<file path="config.mk">
export PLATFORM = sky130hd
export DESIGN_NAME = mem_arbiter
export DESIGN_NICKNAME = d
export VERILOG_FILES = /design/src/rtl/mem_arb_pkg.sv /design/src/rtl/mem_arb_timeout.sv /design/src/rtl/mem_arbiter.sv
export SDC_FILE = /design/constraint.sdc
export NUM_CORES = 1
export LEC_CHECK = 0
export CORE_MARGIN = 3
export CORE_UTILIZATION = 35
export DETAILED_ROUTE_END_ITERATION = 12
export PLACE_DENSITY = 0.75
export SLEW_MARGIN = 20
export SYNTH_ARGS = -nofsm -noshare
export SYNTH_HDL_FRONTEND = slang
export SYNTH_SLANG_ARGS = --single-unit
</file>
<file path="constraint.sdc">
create_clock -name clock -period 4.65 [get_ports clock]
set_clock_uncertainty 0.1 [all_clocks]
set_input_delay 0.465 -clock clock [delete_from_list [all_inputs] [get_ports clock]]
set_output_delay 0.465 -clock clock [all_outputs]
set_load 0.05 [all_outputs]
</file>
<file path="src/rtl/mem_arb_pkg.sv">
// Shared types and constants for the fetch/data memory arbiter.
package mem_arb_pkg;

  typedef enum logic [2:0] {
    ST_FETCH  = 3'd0,
    ST_DECODE = 3'd1,
    ST_DATA   = 3'd2,
    ST_COMMIT = 3'd3,
    ST_HALT   = 3'd4
  } arb_state_e;

  localparam logic [31:0] NOP_INST = 32'h0000_0013;
  localparam int unsigned TIMEOUT_CYCLES_DEF = 255;

endpackage

</file>
<file path="src/rtl/mem_arb_timeout.sv">
// Bus-wait watchdog: down-counter reloaded while no request is outstanding,
// flags expiry on the last tolerated wait cycle without an ack.
import mem_arb_pkg::*;

module mem_arb_timeout #(
  parameter int unsigned TIMEOUT_CYCLES = TIMEOUT_CYCLES_DEF
) (
  input  logic clock,
  input  logic reset,
  input  logic req,
  input  logic ack,
  output logic expired
);

  localparam int unsigned CW = (TIMEOUT_CYCLES > 1) ? $clog2(TIMEOUT_CYCLES) : 1;
  localparam logic [CW-1:0] LOAD = CW'(TIMEOUT_CYCLES - 1);

  logic [CW-1:0] cnt_q, cnt_d;
  logic          waiting;

  assign waiting = req & ~ack;
  assign expired = waiting & (cnt_q == '0);

  // Every entry to FETCH/DATA comes from a non-request state, so reloading
  // whenever req is low restarts the count on each new transfer.
  always_comb begin
    cnt_d = cnt_q;
    if (!req) begin
      cnt_d = LOAD;
    end else if (waiting && (cnt_q != '0)) begin
      cnt_d = cnt_q - 1'b1;
    end
  end

  always_ff @(posedge clock or posedge reset) begin
    if (reset) begin
      cnt_q <= LOAD;
    end else begin
      cnt_q <= cnt_d;
    end
  end

endmodule

</file>
<file path="src/rtl/mem_arbiter.sv">
// Single-port memory arbiter: instruction fetch, optional data access, one cpu step.
// Optional bus-timeout watchdog (bus_err, HALT) enabled by defining MEM_ARB_TIMEOUT_EN.
import mem_arb_pkg::*;

module mem_arbiter #(
  parameter int unsigned TIMEOUT_CYCLES = TIMEOUT_CYCLES_DEF
) (
  input  logic        clock,
  input  logic        reset,
  input  logic [31:0] pc,
  input  logic        load,
  input  logic        store,
  input  logic [31:0] address,
  input  logic [31:0] store_data,
  output logic [31:0] inst,
  output logic [31:0] load_data,
  output logic        cpu_en,
  output logic        mem_req,
  output logic        mem_we,
  output logic [31:0] mem_addr,
  output logic [31:0] mem_wdata,
  input  logic [31:0] mem_rdata,
  input  logic        mem_ack,
  output logic        bus_err
);

  arb_state_e  state_q, state_d;
  logic [31:0] inst_q, inst_d;
  logic [31:0] load_data_q, load_data_d;
  logic [31:0] addr_q, addr_d;
  logic [31:0] wdata_q, wdata_d;
  logic        we_q, we_d;
  logic        rd_q, rd_d;
  logic        req_int;

  assign req_int = (state_q == ST_FETCH) || (state_q == ST_DATA);

`ifdef MEM_ARB_TIMEOUT_EN
  logic timeout_hit;
  logic bus_err_q, bus_err_d;

  mem_arb_timeout #(
    .TIMEOUT_CYCLES(TIMEOUT_CYCLES)
  ) u_timeout (
    .clock   (clock),
    .reset   (reset),
    .req     (req_int),
    .ack     (mem_ack),
    .expired (timeout_hit)
  );

  assign bus_err = bus_err_q;
`else
  // The parameter only shapes the watchdog; referenced here so both builds share one interface.
  if (TIMEOUT_CYCLES == 0) begin : g_timeout_unused
  end

  assign bus_err = 1'b0;
`endif

  always_comb begin
    state_d     = state_q;
    inst_d      = inst_q;
    load_data_d = load_data_q;
    addr_d      = addr_q;
    wdata_d     = wdata_q;
    we_d        = we_q;
    rd_d        = rd_q;
`ifdef MEM_ARB_TIMEOUT_EN
    bus_err_d   = bus_err_q;
`endif
    case (state_q)
      ST_FETCH: begin
        if (mem_ack) begin
          inst_d  = mem_rdata;
          state_d = ST_DECODE;
        end
`ifdef MEM_ARB_TIMEOUT_EN
        else if (timeout_hit) begin
          bus_err_d = 1'b1;
          state_d   = ST_HALT;
        end
`endif
      end
      ST_DECODE: begin
        // Data-phase bus fields are captured here so they stay frozen until the ack.
        if (load || store) begin
          addr_d  = address;
          we_d    = store;
          wdata_d = store ? store_data : 32'h0;
          rd_d    = load & ~store;
          state_d = ST_DATA;
        end else begin
          state_d = ST_FETCH;
        end
      end
      ST_DATA: begin
        if (mem_ack) begin
          if (rd_q) begin
            load_data_d = mem_rdata;
          end
          state_d = ST_COMMIT;
        end
`ifdef MEM_ARB_TIMEOUT_EN
        else if (timeout_hit) begin
          bus_err_d = 1'b1;
          state_d   = ST_HALT;
        end
`endif
      end
      ST_COMMIT: state_d = ST_FETCH;
      ST_HALT:   state_d = ST_HALT;
      default:   state_d = ST_FETCH;
    endcase
  end

  always_ff @(posedge clock or posedge reset) begin
    if (reset) begin
      state_q     <= ST_FETCH;
      inst_q      <= NOP_INST;
      load_data_q <= 32'h0;
      addr_q      <= 32'h0;
      wdata_q     <= 32'h0;
      we_q        <= 1'b0;
      rd_q        <= 1'b0;
`ifdef MEM_ARB_TIMEOUT_EN
      bus_err_q   <= 1'b0;
`endif
    end else begin
      state_q     <= state_d;
      inst_q      <= inst_d;
      load_data_q <= load_data_d;
      addr_q      <= addr_d;
      wdata_q     <= wdata_d;
      we_q        <= we_d;
      rd_q        <= rd_d;
`ifdef MEM_ARB_TIMEOUT_EN
      bus_err_q   <= bus_err_d;
`endif
    end
  end

  // Bus and step outputs are gated by reset so an in-flight transfer is dropped at once.
  assign mem_req   = ~reset & req_int;
  assign mem_we    = ~reset & (state_q == ST_DATA) & we_q;
  assign mem_addr  = reset                  ? 32'h0 :
                     (state_q == ST_FETCH)  ? pc    :
                     (state_q == ST_DATA)   ? addr_q : 32'h0;
  assign mem_wdata = mem_we ? wdata_q : 32'h0;
  assign cpu_en    = ~reset & ((state_q == ST_COMMIT) |
                               ((state_q == ST_DECODE) & ~load & ~store));
  assign inst      = inst_q;
  assign load_data = load_data_q;

endmodule

</file>
==> results of run 1 <==
-- kinds of logic (layout without fill, tap and decap cells) --
group / Yosys count / in the layout / synth area share (%)
mux: 96 / 96 / 20.9
compound gates: 66 / 66 / 9.33
flops: 133 / 133 / 58.3
buf+inv: 37 / 306 / 3.75
other cells: 1 / 1 / 0.0656
simple gates: 81 / 81 / 7.64
-- routing by layer --
| metal | vias up | GRT usage (%) | share of wire (%) |
|---|---|---|---|
| met1 | 2116 | 20.8 | 40 |
| met2 | 209 | 29.5 | 50 |
| met5 | - | 0 | 0 |
| li1 | 1981 | - | - |
| met4 | 0 | 6.69 | 2.4 |
| met3 | 26 | 6.16 | 7.8 |
-- worst max-delay path, stage by stage (launching register included) --
cell     delay [ps]
dfrtp_1         490
nor3b_4         450
buf_4           360
and3_1          700
and2_2          270
buf_4           190
-- stage by stage --
step / hold slack [ps] / cell area, sq um / setup slack [ps] / cells / util [%]
floorplan: 341 / 5730 / 47.2 / 414 / -
global placement: 385 / 8420 / 1570 / 867 / 52.8
detailed placement: 386 / 8420 / 1470 / 867 / 52.8
CTS: 400 / 9040 / 1170 / 899 / 56.7
global route: 406 / 9040 / 929 / 899 / 56.7
finish: 399 / 9040 / 1190 / 899 / 56.7
-- cell usage after synthesis --
library cell,number
dfrtp_1,130
mux2_2,66
nor2_1,36
a22o_1,32
a22oi_1,32
and2_1,32
mux2_4,30
clkbuf_1,22
buf_2,6
buf_12,3
dfstp_2,3
inv_1,3
nor3_1,3
buf_6,2
a21o_1,1
a21oi_1,1
and3_1,1
and3_2,1
buf_4,1
conb_1,1
nand2_1,1
nand2b_4,1
nand3_1,1
nand3b_1,1
nor3b_1,1
nor3b_2,1
nor4b_1,1
or4b_4,1
-- state kept, by name, indices dropped and copies added, names as in the netlist --
signal     cells
addr_q        32
we_q           1
rd_q           1
state_q        3
inst          32
load_data     32
wdata_q       32
-- final timing paths --
path                                             end  slack, ps  cells after the start
max in group asynchronous  load_data[25]$_DFFE_PP0P_       2030                      4
max                                    mem_wdata[26]       1190                      5
min in group asynchronous      addr_q[1]$_DFFE_PP0P_        950                      3
min reg2reg                  wdata_q[31]$_DFFE_PP0P_        400                      1
min                          wdata_q[31]$_DFFE_PP0P_        400                      1
max reg2reg                 load_data[5]$_DFFE_PP0P_       2510                      3
-- where the power goes --
part / total (mW) / internal (mW) / switching, mW
clock network: 1.38 / 0.887 / 0.497
logic: 2.34 / 0.965 / 1.37
registers: 1.78 / 1.55 / 0.228
total: 5.50 / 3.41 / 2.10
-- area by class of cell --
class                           count  share of cell area, %
Multi-Input combinational cell    244                   24.3
Tap cell                          216                   2.99
Clock inverter                     11                   1.62
Inverter                            3                  0.166
Sequential cell                   133                   36.9
Clock buffer                       21                   5.20
Timing Repair Buffer              271                   28.9
==> reports/results.txt, run 1 <==
run status: complete, no violations
Detailed Route WL: 15.5 mm
Power Density: 609 nW/um^2
worst skew pair latency: 410 ps
largest net degree at the start of global routing: 77
Initial Util: 35.8%
P_leak: 3.97 nW
largest buffer count on any clock path: 2
Syn Inst Count: 414
maximum vdd drop: 316 uV
overall power: 5.50 mW
chip width: 134 um
DRC errors left: 0
most frequent cells in the layout: clkdlybuf4s50_1, dfrtp_1, mux2_2, buf_4, nor2_1
initial drt markers: 174
num ports: 265
hold_sp: wdata_q[31]$_DFFE_PP0P_
Tcrit/Tclk final: 74.3%
Slew HR: 37.3%
Seq/Total Area, Yosys: 58.3%
TNS Setup: 0 ps
DR WL/cell: 17.3 um
vias per std cell: 4.82
Reg clk slew, reported paths: 60 ps
Post-Syn Area: 5710 sq um
Setup violations, final: 0
area leader, netlist: dfrtp_1
nets@finish: 803
critical path class: reg2out
Critical Path RT: 4090 ps
Initial DRT Pass Iterations: 4
# rows: 46
flops & latches, synth: 133
Die Area: 17900 sq um
storage element area: 3330 sq um
# clock sinks: 133
PostCTS Resize Cnt: 0
CP Launch Point: state_q[2]$_DFFE_PP0P_
Post-CTS Setup Inserts: 0
warnings from Yosys: 0
Filler cells: 1290
buffers added on ports: 263
worst-path fanout max: 33
Final Hold Vio Count: 0
CTS tree: built
Num CTS Buffers: 17
Area contributors post-synth: dfrtp_1, mux2_2, mux2_4
share of post-route cells with drive strength above 1: 27.4%
min-delay worst type: reg2reg
Worst R2R Start: state_q[0]$_DFFE_PP0P_
Critical Path Start Type: flop
CP endpoint kind: output pin
CTS H-tree lvls: 4
DRT antenna net count: 0
antenna violations before repair: 0
# diodes: 0
Std-Cell Core Area: 15900 sq um
minimum clock period after layout: 3460 ps
unrepaired setup endpoints after global routing: false
CTS Root Cell: clkbuf_16
Max Clk Rate: 289 MHz
via count: 4332
most common cell after layout, fill and taps aside: clkdlybuf4s50_1
synth-to-layout area growth: 58.2%
syn avg cell area: 13.8 sq um
Post-CTS Hold Buffers: 0
crit path DAT: 2890 ps
first-pass GRT wire length: 24.8 mm
Overflow after GRT: 0
vias in the first global route: 4701
Yosys top cell area share: 56.9%
final slew viol count: 0
hpwl dp: 11.4 mm
worst-margin pin slew: 940 ps
maxcap violations: 0
Net Count, Synth: 547
total track usage: 17.6%
Unique masters post-synth: 28
area of the multi-input gates: 2190 sq um
die height: 134 um
GPL Wtd Cong: 0.770
No activity file was read; power rests on OpenSTA's default activity.
==> run 2, diff against run 1 <==
clock period = 3 ns   (was 4.65 ns; I/O delays follow)
==> run 2 against run 1 <==
First-iteration DRC count is 18% lower. Worst hold slack worse by 21 ps. Largest cell class unchanged. Utilization is 0.18 points higher. Cell count stayed put. Non-clock buffer count stayed put. Combinational power is 55% higher. Final area is 0.32% higher. Via count is 1.5% lower. Largest power group unchanged. Die area stayed put. Register-to-register slack worse by 1600 ps. Critical path depth is 1 lower.
==> reports/results.txt, run 2 (synthesis results as in run 1) <==
CTS tree: built (unchanged)
Power Density: 928 nW/um^2 (was 609 nW/um^2)
Tcrit/Tclk final: 86.4%
Post-CTS Hold Buffers: 0 (unchanged)
num ports: 265 (unchanged)
Finished Layout Cells: 899 (unchanged)
Buf+Inv Stages, Crit Path: 1 (was 2)
GPL Wtd Cong: 0.840 (was 0.770)
critical path class: reg2out (unchanged)
largest net degree at the start of global routing: 82 (was 77)
Final Hold Vio Count: 0 (unchanged)
P_leak: 4.06 nW (was 3.97 nW)
final slew viol count: 0 (unchanged)
register-to-register path setup slack: 870 ps (was 2510 ps)
die height: 134 um (unchanged)
DRC errors left: 0 (unchanged)
vias per std cell: 4.75 (was 4.82)
share of post-route cells with drive strength above 1: 35.3% (was 27.4%)
Std-Cell Core Area: 15900 sq um (unchanged)
Detailed Route WL: 15.7 mm (was 15.5 mm)
Die Area: 17900 sq um (unchanged)
nets@finish: 803 (unchanged)
Worst R2R Start: state_q[0]$_DFFE_PP0P_ (unchanged)
r2r worst-path depth: 3 (unchanged)
# clock sinks: 133 (unchanged)
via count: 4268 (was 4332)
min-delay worst type: in2async (was reg2reg)
TNS Setup: 0 ps (unchanged)
Post-CTS Setup Inserts: 0 (unchanged)
FF-to-FF End: load_data[23]$_DFFE_PP0P_ (was load_data[5]$_DFFE_PP0P_)
logic gate share of total power: 43.1% (was 42.5%)
CTS H-tree lvls: 4 (unchanged)
run status: complete, no violations (unchanged)
crit path DAT: 2190 ps (was 2890 ps)
Filler cells: 1311 (was 1290)
area of the multi-input gates: 2260 sq um (was 2190 sq um)
Power Internal: 5.19 mW (was 3.41 mW)
Critical Path RT: 2600 ps (was 4090 ps)
Critical Path Start Type: flop (unchanged)
worst skew pair latency: 410 ps (about the same)
CTS Root Cell: clkbuf_16 (unchanged)
minimum clock period after layout: 2590 ps
initial drt markers: 143 (was 174)
Sw Ratio: 38.4% (was 38.1%)
DR WL/cell: 17.4 um (was 17.3 um)
worst-path cell chain: nor3b_4 > and3_2 > and2_4 > buf_4 (was nor3b_4 > buf_4 > and3_1 > and2_2 > buf_4)
sequential share of power: 33.1% (was 32.4%)
storage element area: 3330 sq um (unchanged)
most frequent cells in the layout: clkdlybuf4s50_1, dfrtp_1, buf_4, mux2_2, nor2_1 (was clkdlybuf4s50_1, dfrtp_1, mux2_2, buf_4, nor2_1)
total track usage: 17.6% (about the same)
CP endpoint kind: output pin (unchanged)
worst-path fanout max: 33 (unchanged)
largest buffer count on any clock path: 2 (unchanged)
unrepaired setup endpoints after global routing: false (unchanged)
# rows: 46 (unchanged)
Worst path slowest cell: and3_2 (was and3_1)
Slew HR: 50.7% (was 37.3%)
overall power: 8.42 mW (was 5.50 mW)
DRT antenna net count: 0 (unchanged)
Max Clk Rate: 386 MHz
maximum vdd drop: 436 uV (was 316 uV)
# diodes: 0 (unchanged)
worst-margin pin slew: 739 ps (was 940 ps)
buffers added on ports: 263 (unchanged)
Overflow after GRT: 0 (unchanged)
Net Switching: 3.23 mW (was 2.10 mW)
first-pass GRT wire length: 24.9 mm (was 24.8 mm)
Placed Instances: 867 (unchanged)
Initial Util: 35.8% (unchanged)
PostCTS Resize Cnt: 1 (was 0)
vias in the first global route: 4642 (was 4701)
most common cell after layout, fill and taps aside: clkdlybuf4s50_1 (unchanged)
Hold WS: 378 ps (was 399 ps)
delay-heaviest family, CP: simple AND/OR/NAND/NOR gates (unchanged)
maxcap violations: 0 (unchanged)
Num CTS Buffers: 17 (unchanged)
hpwl dp: 11.6 mm (was 11.4 mm)
Clk network pwr share: 23.8% (was 25.2%)
Reg clk slew, reported paths: 60 ps (about the same)
Max stage delay on crit path: 580 ps (was 700 ps)
antenna violations before repair: 0 (unchanged)
Setup violations, final: 0 (unchanged)
synth-to-layout area growth: 58.7% (was 58.2%)
chip width: 134 um (unchanged)
Initial DRT Pass Iterations: 4 (unchanged)
==> run 2: area by class of cell <==
cell class              instances  share of cell area (%)
inverters                       3                   0.166
multi-input cells             244                    24.9
clock inverters                 8                    1.12
well taps                     216                    2.98
flip-flops and latches        133                    36.7
repair buffers                271                    28.9
clock buffers                  24                    5.20
==> run 2: power groups by stage <==
| stage | logic [mW] | clock network, mW | registers [mW] |
|---|---|---|---|
| 2_1_floorplan | 1.24 | 0 | 3.93 |
| 3_3_place_gp | 3.60 | 0 | 2.80 |
| 3_5_place_dp | 3.65 | 0 | 2.80 |
| 4_1_cts | 3.66 | 2.06 | 2.79 |
| 5_1_grt | 3.78 | 2.14 | 2.86 |
| 6_report | 3.63 | 2.00 | 2.79 |
==> run 2: worst max-delay path by stage <==
| stage | start | to | slack, ps | cells after the start |
|---|---|---|---|---|
| 2_1_floorplan | reset | mem_wdata[22] | -810 | 5 |
| 3_3_place_gp | reset | mem_wdata[29] | 450 | 5 |
| 3_5_place_dp | reset | mem_wdata[29] | 310 | 5 |
| 4_1_cts | state_q[2]$_DFFE_PP0P_ | mem_wdata[29] | 370 | 4 |
| 5_1_grt | state_q[2]$_DFFE_PP0P_ | mem_wdata[29] | 270 | 4 |
| 6_report | state_q[2]$_DFFE_PP0P_ | mem_wdata[29] | 410 | 4 |
==> run 2: stage by stage <==
step	cell area, sq um	worst slack [ps]	util, %
finish	9070	409	56.9
global route	9070	266	56.9
CTS	9060	366	56.9
detailed placement	8490	314	53.2
global placement	8490	452	53.2
floorplan	5830	-807	-
==> run 2: metal layers <==
metal	vias up	global-route usage [%]	part of all wire, %
met2	182	28.8	50
met4	0	5.09	1.5
li1	1984	-	-
met5	-	0	0
met1	2085	21.6	41
met3	17	7.10	7.4
==> run 2: worst min-delay path: cells and delay by family <==
kind                   cells  cell delay (ps)
buffers and inverters      3             1070
